[src/rtl/fifo_pkg.sv]
// Shared constants and helpers for the synchronous FIFO.
// Pointers carry one extra wrap bit above the address.
package fifo_pkg;

    localparam int DEF_WIDTH = 8;
    localparam int DEF_DEPTH = 16;

    // Address bits plus one wrap bit, so full and empty are distinguishable.
    function automatic int ptr_width(input int depth);
        return $clog2(depth) + 1;
    endfunction

endpackage

[src/rtl/fifo_mem.sv]
// Simple dual-port register array: synchronous write and combinational read.
// The read data is registered by the parent, not here.
module fifo_mem #(
    parameter int WIDTH = 8,
    parameter int DEPTH = 16,
    parameter int AW    = 4
) (
    input  logic             clk,
    input  logic             we,
    input  logic [AW-1:0]    waddr,
    input  logic [WIDTH-1:0] wdata,
    input  logic [AW-1:0]    raddr,
    output logic [WIDTH-1:0] rdata
);

    logic [WIDTH-1:0] mem [DEPTH];

    // NOTE: no reset on the array; the pointers alone decide which entries
    // are valid, and a reset here would prevent mapping to plain storage.
    always_ff @(posedge clk) begin
        if (we) begin
            mem[waddr] <= wdata;
        end
    end

    assign rdata = mem[raddr];

endmodule

[src/rtl/sync_fifo.sv]
// Single-clock FIFO: wrap-bit pointers, accept logic, flags and dout register.
// A write into a full FIFO is taken only when a read frees a slot that same edge.
module sync_fifo
    import fifo_pkg::*;
#(
    parameter int WIDTH = DEF_WIDTH,
    parameter int DEPTH = DEF_DEPTH
) (
    input  logic             clk,
    input  logic             rst,
    input  logic             wr,
    input  logic             rd,
    input  logic [WIDTH-1:0] din,
    output logic [WIDTH-1:0] dout,
    output logic             full,
    output logic             empty
);

    localparam int PW = ptr_width(DEPTH);
    localparam int AW = PW - 1;

    logic [PW-1:0]    wptr;
    logic [PW-1:0]    rptr;
    logic             wr_ok;
    logic             rd_ok;
    logic [WIDTH-1:0] rdata;

    assign empty = (wptr == rptr);
    assign full  = (wptr[AW-1:0] == rptr[AW-1:0]) && (wptr[AW] != rptr[AW]);

    // A read while full frees the slot the write lands in on the same edge.
    assign wr_ok = wr && (!full || rd);
    assign rd_ok = rd && !empty;

    // NOTE: sequential state uses non-blocking assignments so every register
    // samples pre-edge values, independent of statement order.
    always_ff @(posedge clk or negedge rst) begin
        if (!rst) begin
            wptr <= '0;
            rptr <= '0;
            dout <= '0;
        end else begin
            if (wr_ok) begin
                wptr <= wptr + PW'(1);
            end
            if (rd_ok) begin
                rptr <= rptr + PW'(1);
                dout <= rdata;
            end
        end
    end

    fifo_mem #(
        .WIDTH (WIDTH),
        .DEPTH (DEPTH),
        .AW    (AW)
    ) u_mem (
        .clk   (clk),
        .we    (wr_ok),
        .waddr (wptr[AW-1:0]),
        .wdata (din),
        .raddr (rptr[AW-1:0]),
        .rdata (rdata)
    );

endmodule

[config.mk]
export PLATFORM = sky130hd
export DESIGN_NAME = sync_fifo
export DESIGN_NICKNAME = d
export VERILOG_FILES = /design/src/rtl/fifo_pkg.sv /design/src/rtl/fifo_mem.sv /design/src/rtl/sync_fifo.sv
export SDC_FILE = /design/constraint.sdc
export NUM_CORES = 1
export LEC_CHECK = 0
export CORE_MARGIN = 2
export CORE_UTILIZATION = 41
export DETAILED_ROUTE_END_ITERATION = 8
export PLACE_DENSITY_LB_ADDON = 0.12
export REMOVE_ABC_BUFFERS = 1
export SLEW_MARGIN = 30
export SYNTH_ARGS = -nofsm -noshare
export SYNTH_HDL_FRONTEND = slang
export SYNTH_HIERARCHICAL = 1
export SYNTH_SLANG_ARGS = --single-unit
[constraint.sdc]
create_clock -name clk -period 2.8 [get_ports clk]
set_input_delay 0.42 -clock clk [delete_from_list [all_inputs] [get_ports clk]]
set_output_delay 0.42 -clock clk [all_outputs]
set_load 0.02 [all_outputs]
# == Word level (Yosys, flattened, before mapping) ==
# Memories as Yosys holds them, arrays and structs flattened. A register that Yosys moved wholly into a read port is not among the register bits.
# Index checks and enable logic that the tools add are counted.
# word_totals
regBits,10
latchBits,0
ram_bits,128
rom_bits,0
input_bits,12
output_inout_bits,10
wordCells,17
mem_count,1
# classes
n_addsub,2
mul,0
div,0
magnitude_cmp,0
eq_ne,3
shift,0
mux,2
bitwise,0
reduce_logical,7
# memory_table
name,depth,width,rd,rd_ports_with_merged_regs,wr,line_no,text
u_mem.mem,16,8,1,1,1,fifo_mem.sv:16,logic [WIDTH-1:0] mem [DEPTH];
# ops
cell,n
adder 5 x 1 -> 5 bit (second input constant),2
equality test 5 bit,1
equality test 4 bit,1
logical AND 1 bit,3
zero test 1 bit,3
two-way mux 1 bit,2
logical OR 1 bit,1
inequality test 1 bit,1

# == Longest topological paths before layout ==
# logic_depth
word_depth,7
ltp_mapped,6

# == Modules after synthesis ==
# Netlist, hierarchy kept.
# modules_own_cells
mod,instances,cells_per_inst,area_per_inst_um2
fifo_mem,1,221,4987.3
sync_fifo,1,62,860.8

# == Least setup slack after synthesis ==
# OpenSTA, ideal clock, no wires.
# synth_timing
kind,reg-to-reg
start,register wptr[1]
end,"memory u_mem.mem[0][0], enable pin"
arrival_ns,2.069
path_slack_ns,0.347
path_stages_with_launch,7
n_path_buf,0
period_less_slack_ns,2.453
cell_sequence,dfrtp_1 > xnor2_1 > nand4_1 > o31ai_2 > inv_1 > or3b_2 > nor3_1
# synth_between
elab_chain_len,7
# synth_lines
element,line_no,text
from (decl),sync_fifo.sv:22,logic [PW-1:0] wptr;
from (signal assigned),sync_fifo.sv:44,wptr <= wptr + PW'(1);
equality test 4 bit,sync_fifo.sv:29,assign full = (wptr[AW-1:0] == rptr[AW-1:0]) && (wptr[AW] != rptr[AW]);
logical AND 1 bit,sync_fifo.sv:29,
zero test 1 bit,sync_fifo.sv:32,assign wr_ok = wr && (!full || rd);
logical OR 1 bit,sync_fifo.sv:32,
logical AND 1 bit,sync_fifo.sv:32,
net wr_ok,sync_fifo.sv:24,logic wr_ok;
two-way mux 1 bit,fifo_mem.sv:21,if (we) begin
two-way mux 1 bit (implied by the code),fifo_mem.sv:22,mem[waddr] <= wdata;
to (decl),fifo_mem.sv:16,
# The timed path passes the listed nets, and every way through them passes these cells.

# == Worst setup path in the final report ==
# layout_timing
start,register rptr[2]
end,output port full
# layout_between
elab_chain_len,2
# layout_lines
element,line_no,text
from (decl),sync_fifo.sv:23,logic [PW-1:0] rptr;
from (signal assigned),sync_fifo.sv:47,rptr <= rptr + PW'(1);
equality test 4 bit,sync_fifo.sv:29,
logical AND 1 bit,sync_fifo.sv:29,
to (decl),sync_fifo.sv:15,"output logic full,"
# No other way between the ends.

==> flow_summary.yaml <==
detailed_routing:
  via_count: 2784
  wl_met1_mm: 5.31
  avgRoutedWirePerCell_um: 22.8
  vias_per_cell: 5.34
  route.met2.wl_mm: 5.93
  wirelength_mm: 11.9
  first_pass_iters: 4
  highest_layer: "met4"
  drc: 0
  drt_iter0_markers: 217
  antenna_left: 0
  dr_wl_met3_um: 471
layout:
  final_cell_area_mm2: 0.00693
  nFillCells: 1158
  layout.nets: 343
  antenna_cells: 0
  final_cells: 521
  drive_gt1_frac: 0.220
  syn_to_final_growth_pct: 18.5
sta:
  relSlewSlack: 0.380
  fmax_mhz: 413
  fin_crit_sh: 0.864
  rsz0062_at_grt: "false"
  worst_pin_slew_ns: 0.927
  finalWorstSetupSlack_ns: 0.381
  fin_worst_skew_ns: 0.0108
  setup_viol: 0
  finalMaxSlewViolations: 0
  fin_crit_ns: 2.42
  hold_viol: 0
placed_design:
  postPlaceCellArea_mm2: 0.00632
  gp_congestion: 0.759
  place_ws_ns: 0.335
  dpl.hpwl_mm: 7.55
  dp.cells: 489
  portBuffers: 21
worst_setup_path:
  criticalPathCategory: "reg2out"
  critPathTopFamily: "buffers and inverters"
  start_kind: "flip-flop"
  worst-path-buf-inv: 1
  critPathMaxStageDelay_ns: 0.61
  cp.arrival_ns: 2.00
  path_max_fanout: 8
  crit_required_ns: 2.38
  crit_path_end_kind: "output port"
  crit_path_top_delay_cell: "clkdlybuf4s50_1"
  path_cells: "xnor2_1, nand4_1, nor2_1, clkdlybuf4s50_1"
worst_hold_path:
  hold_class: "in2async"
pwr:
  leakage_uw: 0.00239
  total_power_uw: 7370
  irDropWorstVdd_mv: 0.470
  power_density_mw_per_mm2: 1060
clock_tree:
  cts_buffer_depth: 2
  clk_latency_ns: 0.42
  post-cts-setup-buffers: 0
  cts_inserted_buffers: 17
  clk_pin_slew_worst_paths_ns: 0.06
  clock-sinks: 146
  tritoncts: "yes"
  htreeDepth: 4
  cts_root_buffer: "clkbuf_16"
die:
  initial_core_util: 0.421
  rows: 43
  ios: 22
  die_w_um: 123
  die_y_um: 123
  core_mm2: 0.0139
  dieArea_mm2: 0.0152
global_routing:
  antenna_found_initial: 0
  grt_pass1_vias: 2982
  grt_util_all_layers: 0.173
  grt_max_degree: 36
  grt_first_pass_wirelength_mm: 18.0
  gr-total-overflow: 0
status:
  status: "finished clean"
synthesis:
  yosysWarnings: 6
  yosysSeqAreaShare: 0.734
  syn_area_mm2: 0.00585
  synth_seq_cells: 146
  synth_cells: 283
  syn_area_per_cell_um2: 20.7
  synthDistinctLibCells: 31
flow_run:
  drv_cap: 0
==> stage by stage <==
stage	setup TNS [ns]	util	hold WS, ns
5_1_grt	0	0.499	0.516
6_report	0	0.499	0.476
3_5_place_dp	0	0.455	0.485
4_1_cts	0	0.498	0.495
3_3_place_gp	0	0.455	0.476
2_1_floorplan	-18.29	-	0.124
==> layout by cell type (no fill, tap or decap), types with 9 or more instances in the layout <==
cell,instances
dfrtp_1,17
nor2_1,16
buf_4,15
mux4_1,14
edfxtp_1,128
xnor2_1,11
clkbuf_16,17
mux4_2,18
a22oi_1,16
nand2_1,9
mux2_4,9
clkdlybuf4s50_1,19
==> path summary, 6_finish.rpt <==
kind	start	end	slack, ns	cells after the start
max in group asynchronous	rst	rptr[0]$_DFFE_PN0P_	1.99	2
setup / recovery	rptr[2]$_DFFE_PN0P_	full	0.38	4
setup reg to reg	rptr[2]$_DFFE_PN0P_	u_mem/mem[10][5]$_DFFE_PP_	0.48	6
min in group clk	wptr[4]$_DFFE_PN0P_	wptr[4]$_DFFE_PN0P_	0.49	1
hold / removal	rst	rptr[4]$_DFFE_PN0P_	0.48	2
hold reg to reg	wptr[4]$_DFFE_PN0P_	wptr[4]$_DFFE_PN0P_	0.49	1
==> synth_stat cells (all sizes together) <==
| master | n | share of area |
|---|---|---|
| and2b | 1 | 0.0013 |
| edfxtp | 128 | 0.66 |
| nor2 | 16 | 0.010 |
| nand4 | 1 | 0.0011 |
| nand3b | 2 | 0.0026 |
| nand3 | 6 | 0.0051 |
| ha | 2 | 0.0043 |
| dfrtp | 18 | 0.077 |
| buf | 8 | 0.012 |
| or2 | 1 | 0.0011 |
| nor3 | 4 | 0.0034 |
| o31ai | 1 | 0.0021 |
| or3b | 1 | 0.0015 |
| inv | 3 | 0.0019 |
| mux2 | 10 | 0.025 |
| and2 | 1 | 0.0011 |
| o311ai | 1 | 0.0015 |
| nor2b | 1 | 0.0011 |
| xnor2 | 11 | 0.016 |
| and3 | 2 | 0.0021 |
| mux4 | 32 | 0.13 |
| nand2 | 10 | 0.0092 |
| xor2 | 2 | 0.0030 |
| clkdlybuf4s25 | 3 | 0.0051 |
| a22oi | 16 | 0.021 |
| nand2b | 2 | 0.0021 |
==> layer usage <==
layer	global-route usage	vias up
li1	-	1253
met1	0.225	1457
met2	0.276	63
met3	0.0494	11
met4	0.0653	0
met5	0	-
==> final cells by class <==
class / count / area [µm²] / share of cell area
clock inverters: 11 / 163 / 0.0235
repair buffers: 38 / 350 / 0.0506
multi-input cells: 123 / 1450 / 0.209
inverters: 3 / 11.3 / 0.00163
flip-flops and latches: 146 / 4300 / 0.620
well taps: 180 / 225 / 0.0325
clock buffers: 20 / 437 / 0.0630
==> power by group <==
part	leakage [µW]	switching, µW	internal, µW
sequential	0.00137	160	2710
clock	0.000277	822	1470
combinational	0.000744	1140	1060
==> registers in the layout (all words and copies together) (netlist names) <==
| name | flops |
|---|---|
| wptr | 5 |
| dout | 8 |
| rptr | 5 |
| u_mem/mem | 128 |
==> kinds of logic (layout without fill, tap and decap cells) <==
logic type | count (synthesis) | count (layout) | share of synthesized area
flops | 146 | 146 | 0.734
simple gates | 48 | 48 | 0.0419
mux | 42 | 42 | 0.157
compound gates | 18 | 18 | 0.0242
buf+inv | 14 | 72 | 0.0186
xor+xnor | 13 | 13 | 0.0195
fa+ha+maj | 2 | 2 | 0.00428
==> repair_timing <==
item	4_1_cts	5_1_grt
hold endpoints to repair	0	18
endpoints found under the setup margin	0	1
gates resized for setup	0	2
hold buffers	0	1
No activity file was read; power rests on OpenSTA's default activity.
